## src/rtl/score_arbiter.sv

```systemverilog
// score_arbiter: queues score events from up to four sources, grants them
// round-robin and applies each source's fixed BCD amount to a 6-digit score
// through a digit-serial add/subtract datapath with clamping.
//
// state  | meaning
// IDLE   | waiting; grants the next pending source when one exists
// DIGIT  | one BCD digit per cycle into the working register, units first
// COMMIT | working register (or clamp value) is written to the score
module score_arbiter #(
  parameter logic [23:0] AMOUNT0  = 24'h000040,
  parameter logic [23:0] AMOUNT1  = 24'h000100,
  parameter logic [23:0] AMOUNT2  = 24'h000010,
  parameter logic [23:0] AMOUNT3  = 24'h000050,
  parameter logic [3:0]  SUB_MASK = 4'b1000
) (
  input  logic        clk,
  input  logic        resetN,
  input  logic        startOfFrame,
  input  logic [3:0]  req,
  input  logic        clearScore,
  output logic [23:0] score,
  output logic [23:0] scoreDisplay,
  output logic        scoreUpdate,
  output logic        busy,
  output logic        eventLost
);

  typedef enum logic [1:0] {IDLE, DIGIT, COMMIT} state_e;

  state_e      state_q;
  logic [1:0]  pend_q [4];
  logic [1:0]  ptr_q;
  logic [23:0] op_q;
  logic [23:0] work_q;
  logic [23:0] score_q;
  logic [23:0] disp_q;
  logic        sub_q;
  logic        cb_q;
  logic [2:0]  idx_q;
  logic        lost_q;

  logic        gnt_vld;
  logic [1:0]  gnt_idx;
  logic [1:0]  cand;
  logic [23:0] gnt_amt;
  logic        gnt_sub;

  logic [3:0]  s_dig;
  logic [3:0]  o_dig;
  logic [3:0]  w_dig;
  logic [4:0]  sum;
  logic [4:0] sum_adj;
  logic [4:0]  dif;
  logic [4:0]  dif_adj;
  logic        cb_d;

  // Round-robin search: scan from the far end back so the first nonzero
  // counter at or after the pointer is the last one to win.
  always_comb begin
    gnt_vld = 1'b0;
    gnt_idx = 2'd0;
    cand    = 2'd0;
    for (int k = 3; k >= 0; k--) begin
      cand = ptr_q + k[1:0];
      if (pend_q[cand] != 2'd0) begin
        gnt_vld = 1'b1;
        gnt_idx = cand;
      end
    end
    if (state_q != IDLE) gnt_vld = 1'b0;
  end

  // Operand and operation of the granted source.
  always_comb begin
    gnt_amt = AMOUNT0;
    case (gnt_idx)
      2'd0: gnt_amt = AMOUNT0;
      2'd1: gnt_amt = AMOUNT1;
      2'd2: gnt_amt = AMOUNT2;
      default: gnt_amt = AMOUNT3;
    endcase
    gnt_sub = SUB_MASK[gnt_idx];
  end

  // One BCD digit of add or subtract; cb_q is the carry or the borrow
  // depending on the latched operation.
  always_comb begin
    s_dig   = score_q[{idx_q, 2'b00} +: 4];
    o_dig   = op_q[{idx_q, 2'b00} +: 4];
    sum     = {1'b0, s_dig} + {1'b0, o_dig} + {4'b0000, cb_q};
    sum_adj = sum - 5'd10;
    dif     = {1'b0, s_dig} - {1'b0, o_dig} - {4'b0000, cb_q};
    dif_adj = dif + 5'd10;
    w_dig   = sum[3:0];
    cb_d    = 1'b0;
    if (sub_q) begin
      if (dif[4]) begin
        w_dig = dif_adj[3:0];
        cb_d  = 1'b1;
      end else begin
        w_dig = dif[3:0];
      end
    end else if (sum > 5'd9) begin
      w_dig = sum_adj[3:0];
      cb_d  = 1'b1;
    end
  end

  // Sequencer, pending counters, score and display registers.
  always_ff @(posedge clk) begin
    if (!resetN) begin
      state_q <= IDLE;
      for (int i = 0; i < 4; i++) pend_q[i] <= 2'd0;
      ptr_q   <= 2'd0;
      op_q    <= '0;
      work_q  <= '0;
      score_q <= '0;
      disp_q  <= '0;
      sub_q   <= 1'b0;
      cb_q    <= 1'b0;
      idx_q   <= 3'd0;
      lost_q  <= 1'b0;
    end else if (clearScore) begin
      state_q <= IDLE;
      for (int i = 0; i < 4; i++) pend_q[i] <= 2'd0;
      score_q <= '0;
      disp_q  <= '0;
    end else begin
      if (startOfFrame) disp_q <= score_q;

      for (int i = 0; i < 4; i++) begin
        if (req[i] && !(gnt_vld && gnt_idx == 2'(i))) begin
          if (pend_q[i] == 2'd3) lost_q <= 1'b1;
          else                   pend_q[i] <= pend_q[i] + 2'd1;
        end else if (!req[i] && gnt_vld && gnt_idx == 2'(i)) begin
          pend_q[i] <= pend_q[i] - 2'd1;
        end
      end

      case (state_q)
        IDLE: begin
          if (gnt_vld) begin
            ptr_q   <= gnt_idx + 2'd1;
            op_q    <= gnt_amt;
            sub_q   <= gnt_sub;
            idx_q   <= 3'd0;
            cb_q    <= 1'b0;
            state_q <= DIGIT;
          end
        end
        DIGIT: begin
          work_q[{idx_q, 2'b00} +: 4] <= w_dig;
          cb_q  <= cb_d;
          idx_q <= idx_q + 3'd1;
          if (idx_q == 3'd5) state_q <= COMMIT;
        end
        default: begin
          if (cb_q) score_q <= sub_q ? 24'h000000 : 24'h999999;
          else      score_q <= work_q;
          state_q <= IDLE;
        end
      endcase
    end
  end

  assign score        = score_q;
  assign scoreDisplay = disp_q;
  assign scoreUpdate  = (state_q == COMMIT);
  assign busy         = (state_q != IDLE);
  assign eventLost    = lost_q;

endmodule

```

## config.mk

```make
export PLATFORM = sky130hd
export DESIGN_NAME = score_arbiter
export DESIGN_NICKNAME = d
export VERILOG_FILES = /design/src/rtl/score_arbiter.sv
export SDC_FILE = /design/constraint.sdc
export NUM_CORES = 1
export LEC_CHECK = 0
export BUFFER_PORTS_ARGS = -buffer_cell sky130_fd_sc_hd__buf_4
export CAP_MARGIN = 20
export CORE_ASPECT_RATIO = 1.75
export CORE_MARGIN = 2
export CORE_UTILIZATION = 38
export CTS_BUF_LIST = sky130_fd_sc_hd__clkbuf_4 sky130_fd_sc_hd__clkbuf_8 sky130_fd_sc_hd__clkbuf_16
export DETAILED_ROUTE_END_ITERATION = 6
export PLACE_DENSITY = 0.56
export SLEW_MARGIN = 15
export SYNTH_ARGS = -nofsm -noshare
export SYNTH_HDL_FRONTEND = slang
export SYNTH_SLANG_ARGS = --single-unit
```

## constraint.sdc

```tcl
create_clock -name clk -period 4.55 [get_ports clk]
set_clock_uncertainty 0.05 [all_clocks]
set_input_delay 0.455 -clock clk [delete_from_list [all_inputs] [get_ports clk]]
set_output_delay 0.455 -clock clk [all_outputs]
set_load 0.01 [all_outputs]
```

==> results_dict.tcl, run 1 <==
set metrics [dict create \
    post_cts_buffers 0 \
    slew_headroom_pct 35.08 \
    path_clk_slew_ps 70 \
    tightest_slew_ps 960.0 \
    synth_seq_cells 95 \
    grt_max_degree 44 \
    p_leak_nw 2.303 \
    setup_violations 0 \
    maxCapViolations 0 \
    critPathCaptureType "register" \
    track_usage_pct 20.20 \
    io_buffers 58 \
    hold_viol 0 \
    synthCells 545 \
    io-pin-count 59 \
    ant_nets 0 \
    async_flop_share_pct 0 \
    cts_root_buf "clkbuf_16" \
    dp_hpwl_um 10120 \
    cts_made_buffers 9 \
    rsz0062_at_grt "false" \
    antenna_found_initial 0 \
    synthSimpleGateAreaFrac_pct 21.62 \
    yosysSeqAreaShare_pct 40.57 \
    via_per_inst 5.331 \
    clock.fmax_mhz 240.3 \
    startpoint_type "register" \
    outcome "complete, no violations" \
    drt_pre_antenna_iters 7 \
    cts-resized-gates 0 \
    worstPathArrival_ps 4320 \
    synth_fa_ha_area_share_pct 6.199 \
    worst_ep_required_time_ps 4710 \
    hold_buffers 0 \
    drt_iter0_markers 196 \
    clkLatencyLatePin_ps 360 \
    synthesis.area_um2 4885 \
    wire_per_inst_um 18.00 \
    route.detailed.drc 0 \
    critical_path_class "register to register" \
    synth-compound-area-share_pct 15.45 \
    n_antenna_cell 0 \
    synth_top_family_by_area "simple AND/OR/NAND/NOR gates" \
    synthMuxAreaShare_pct 10.76 \
    place.gp.congestion 0.8889 \
    utilization_pct 45.91 \
    path_max_fanout 18 \
    die-area_um2 13810 \
    crit_slowest_cell "fa_1" \
    slowest_delay_ps 470 \
    grt_overflow 0 \
    drv_slew 0 \
    worstPathCellList "buf_4 -> mux2i_1 -> nor2_1 -> a21oi_1 -> inv_1 -> fa_1 -> ha_1 -> xor2_1 -> ha_1 -> nor2b_1 -> a31oi_1 -> o31ai_1 -> mux2i_4 -> and3b_1 -> a31oi_2 -> a21oi_1" \
    synth_top_flop_cell "dfxtp_1" \
    synth_xor_area_share_pct 1.255 \
    vias 4057 \
    ir_worst_vdd_mv 0.2068 \
    initial_core_util_pct 39.08 \
    synth.distinct_cells 65 \
    drive_above_1_share_pct 17.03 \
    grt_pass1_vias 4071 \
    ys_warn_count 0 \
    fin_nets 619 \
    fin_crit_ps 4161 \
    cts.sinks 95 \
    hold_class "register to register" \
    synth_edf_count 8 \
    total_power_mw 2.551 \
    rows 54 \
    fin_tns_setup_ps 0 \
    area.growth.synth_to_final_pct 17.47 \
    powerDensity_nw_per_um2 444.6 \
    die_w_um 89.71 \
    synth_nets 576 \
    core_um2 12500 \
    whs_ps 418.7 \
    wirelength_um 13700 \
    min_period_over_period_pct 91.45 \
    cts_tree "done" \
    h-tree-depth 3 \
    grt_pass1_wl_um 21940 \
    clockBufferDepth 2 \
    syn_avg_cell_area_um2 8.963 \
    die_h_um 154.0 \
]
==> cell usage after synthesis (8+ instances only) <==
cell type	number	area [um^2]
nor2_1	65	244.0
nor2b_1	23	143.9
mux2i_1	39	390.4
nand2b_1	9	56.30
nand2_1	26	97.59
clkbuf_1	21	78.83
edfxtp_1	8	240.2
nand3_1	33	165.2
o21ai_1	12	60.06
a21oi_1	54	270.3
ha_1	21	262.8
inv_1	18	67.56
o21ai_0	19	95.09
dfxtp_1	87	1742
==> registers in the layout, indices dropped and copies added (netlist names), named ones only <==
signal        cells
idx_q             3
pend_q            8
scoreDisplay     24
state_q           2
cb_q              1
score            24
op_q              3
sub_q             1
eventLost         1
work_q           24
ptr_q             2
==> routing by layer <==
| metal | vias to the layer above | global-route usage (%) | share of wire [%] |
|---|---|---|---|
| met5 | - | 0 | 0 |
| met4 | 0 | 9.597 | 3.5 |
| met3 | 28 | 2.793 | 3.1 |
| met2 | 100 | 38.13 | 54 |
| met1 | 1903 | 22.02 | 40 |
| li1 | 2026 | - | - |
==> cell families (layout without fill, tap and decap cells) <==
family / Yosys count / count (layout)
simple gates: 202 / 202
buf+inv: 49 / 97
fa+ha+maj: 23 / 23
xor+xnor: 7 / 7
compound gates: 123 / 123
flops: 95 / 95
mux: 46 / 46
==> metrics by stage <==
step,instances,instance area (um^2),setup slack (ps)
after detailed placement,745,5439,453.6
after global placement,745,5439,550.6
after floorplan,545,4885,269.3
final,761,5738,389.2
after global routing,761,5738,34.76
after CTS,761,5738,383.6
==> layout make-up <==
type | count | area, um^2
fill | 1239 | 6761
sequential | 95 | 1982
clock buffer | 9 | 225.2
inverter | 18 | 67.56
multi-input combinational | 401 | 2706
tap | 168 | 210.2
timing repair buffer | 63 | 473.0
clock inverter | 7 | 73.82
==> placed cells by master, fill, tap and decap left out, drive strengths merged, types with 4 or more instances in the layout <==
| master | count |
|---|---|
| ha | 21 |
| buf | 63 |
| mux4 | 4 |
| mux2i | 40 |
| nor2 | 66 |
| o22ai | 4 |
| inv | 22 |
| dfxtp | 87 |
| nor2b | 23 |
| a21oi | 54 |
| or3 | 8 |
| a31oi | 5 |
| clkbuf | 9 |
| o211ai | 5 |
| xnor2 | 5 |
| nand2 | 26 |
| nor3 | 6 |
| edfxtp | 8 |
| nand2b | 10 |
| nand4 | 5 |
| o21ai | 32 |
| nor4 | 4 |
| nand3 | 34 |
| nand3b | 4 |
==> where the power goes <==
group          leakage, nW  total, mW  switching (mW)  internal (mW)
sequential           0.792      0.987          0.0726          0.914
clock                0.147      0.755           0.366          0.389
combinational         1.36      0.810           0.484          0.325
total                 2.30       2.55           0.923           1.63
==> final timing paths <==
check        slack (ps)          to       start  depth (start not counted)
max reg2reg         390   work_q[2]    idx_q[0]                         16
min                 420  work_q[23]  work_q[23]                          2
min reg2reg         420  work_q[23]  work_q[23]                          2
max                 390   work_q[2]    idx_q[0]                         16
==> critical path, delay by kind of cell (launching register included) <==
family                     cells  cell delay, ps
AOI/OAI and AO/OA              5            1170
adders and majority gates      3             990
muxes                          2             470
and+or+nand+nor                3             410
buffers and inverters          2             390
DFF                            1             360
xor gates and xnor gates       1             200
(Power assumes the default switching activity.)
==> run 2: changes to the inputs <==
--- a/config.mk
+++ b/config.mk
@@ -13,6 +13,7 @@
 export CTS_BUF_LIST = sky130_fd_sc_hd__clkbuf_4 sky130_fd_sc_hd__clkbuf_8 sky130_fd_sc_hd__clkbuf_16
 export DETAILED_ROUTE_END_ITERATION = 6
 export PLACE_DENSITY = 0.56
+export REMOVE_ABC_BUFFERS = 1
 export SLEW_MARGIN = 15
 export SYNTH_ARGS = -nofsm -noshare
 export SYNTH_HDL_FRONTEND = slang
==> run 2 against run 1 <==
Wire length down 12%; combinational power down 1%; hold slack worse by 0.76 ps; via count up 1.1%; count of clock-buffer cells in the layout unchanged; first-iteration DRC count up 0.51%; register-to-register slack about the same; highest routed layer unchanged.
==> results_dict.tcl, run 2 (synthesis gave the netlist of run 1 again) <==
set metrics [dict create \
    track_usage_pct 17.76 \
    dr_wl_met3_um 602 \
    ff2ff_path_depth 16 \
    grt_max_degree 44 \
    io_buffers 58 \
    rsz0062_at_grt "false" \
    drt_iter0_markers 197 \
    path_clk_slew_ps 80 \
    powerDensity_nw_per_um2 450.2 \
    whs_path_depth 2 \
    place.gp.congestion 0.8671 \
    whs_ps 417.9 \
    grt_overflow 0 \
    n_antenna_cell 0 \
    fin_cells 761 \
    die_w_um 89.71 \
    cts_root_buf "clkbuf_16" \
    cts.sinks 95 \
    fin_tns_setup_ps 0 \
    worst_ep_required_time_ps 4700 \
    place_ws_ps 292.3 \
    min_period_over_period_pct 91.40 \
    drt_pre_antenna_iters 5 \
    die-area_um2 13810 \
    hold_class "register to register" \
    layout_setup_ws_ps 391.3 \
    cts_made_buffers 9 \
    post_cts_buffers 0 \
    slew_headroom_pct 31.16 \
    clkLatencyLatePin_ps 350 \
    final_cell_mix "dfxtp_1, nor2_1, buf_4" \
    hold_buffers 0 \
    slowest_delay_ps 460 \
    core_um2 12500 \
    route.detailed.drc 0 \
    grt_pass1_vias 3959 \
    ir_worst_vdd_mv 0.1780 \
    critical_path_class "register to register" \
    wl_met1_um 5189 \
    grt_pass1_wl_um 19950 \
    outcome "complete, no violations" \
    worstPathCellList "buf_4 -> mux2i_1 -> nor2_1 -> a21oi_1 -> inv_1 -> fa_1 -> ha_1 -> xor2_1 -> ha_1 -> nor2b_1 -> a31oi_1 -> o31ai_1 -> mux2i_4 -> and3b_1 -> a31oi_2 -> a21oi_1" \
    h-tree-depth 3 \
    tightest_slew_ps 1018 \
    rows 54 \
    total_power_mw 2.594 \
    fin_nets 619 \
    io-pin-count 59 \
    via_per_inst 5.392 \
    die_h_um 154.0 \
    top_layer_used "met4" \
    reg2reg_from "idx_q[0]" \
    clockBufferDepth 2 \
    wirelength_um 12060 \
    critPathCaptureType "register" \
    p_leak_nw 2.315 \
    cts_tree "done" \
    drv_slew 0 \
    fillCellCount 1229 \
    route.met2.wl_um 6043 \
    drive_above_1_share_pct 17.20 \
    hold_viol 0 \
    startpoint_type "register" \
    antenna_found_initial 0 \
    cp-startpoint "idx_q[0]" \
    wire_per_inst_um 15.84 \
    crit_slowest_cell "fa_1" \
    path_max_fanout 18 \
    clock.fmax_mhz 240.5 \
    placed_cells 744 \
    worstPathArrival_ps 4310 \
    ant_nets 0 \
    min_from "work_q[14]" \
    dp_hpwl_um 8732 \
    vias 4103 \
    maxCapViolations 0 \
    initial_core_util_pct 39.08 \
    fin_crit_ps 4159 \
    cts-resized-gates 0 \
    final_common_cell "dfxtp_1" \
    area.growth.synth_to_final_pct 17.98 \
    setup_violations 0 \
]
==> run 2: cell count changes in the layout (fill, tap and decap cells not counted), sizes merged <==
cell,change
bufinv,+1
clkinv,-1
==> run 2: worst paths after layout <==
check / slack (ps) / to
min: 420 / work_q[14]
min reg2reg: 420 / work_q[14]
max reg2reg: 390 / work_q[18]
max: 390 / work_q[18]
==> run 2: final cells by class <==
class,count,area (um^2),area share (%)
multi-input combinational,401,2706,46.96
sequential,95,1983,34.41
timing repair buffer,63,473.0,8.207
clock buffer,9,225.2,3.908
tap,168,210.2,3.647
clock inverter,7,97.59,1.693
inverter,18,67.56,1.172
==> run 2: routing by layer <==
metal | up-vias | GRT usage [%]
li1 | 2039 | -
met1 | 1943 | 21.09
met2 | 103 | 31.31
met3 | 18 | 3.724
met4 | 0 | 6.886
met5 | - | 0
==> run 2: stage by stage <==
stage / util (%) / cell area (um^2)
2_1_floorplan: - / 4750
3_3_place_gp: 43.45 / 5431
3_5_place_dp: 43.45 / 5431
4_1_cts: 46.04 / 5754
5_1_grt: 46.11 / 5763
6_report: 46.11 / 5763
==> run 2: power by group <==
part | internal [mW] | switching, mW | leakage, nW | total (mW)
sequential | 0.914 | 0.0752 | 0.793 | 0.989
clock | 0.445 | 0.358 | 0.159 | 0.803
combinational | 0.325 | 0.477 | 1.36 | 0.802
total | 1.68 | 0.910 | 2.32 | 2.59
==> run 2: critical path, delay by kind of cell, from the launching register on <==
kind | cells | cell delay [ps]
xor+xnor | 1 | 200
fa+ha+maj | 3 | 970
compound gates | 5 | 1190
simple gates | 3 | 390
buf+inv | 2 | 400
mux | 2 | 480
flops | 1 | 350
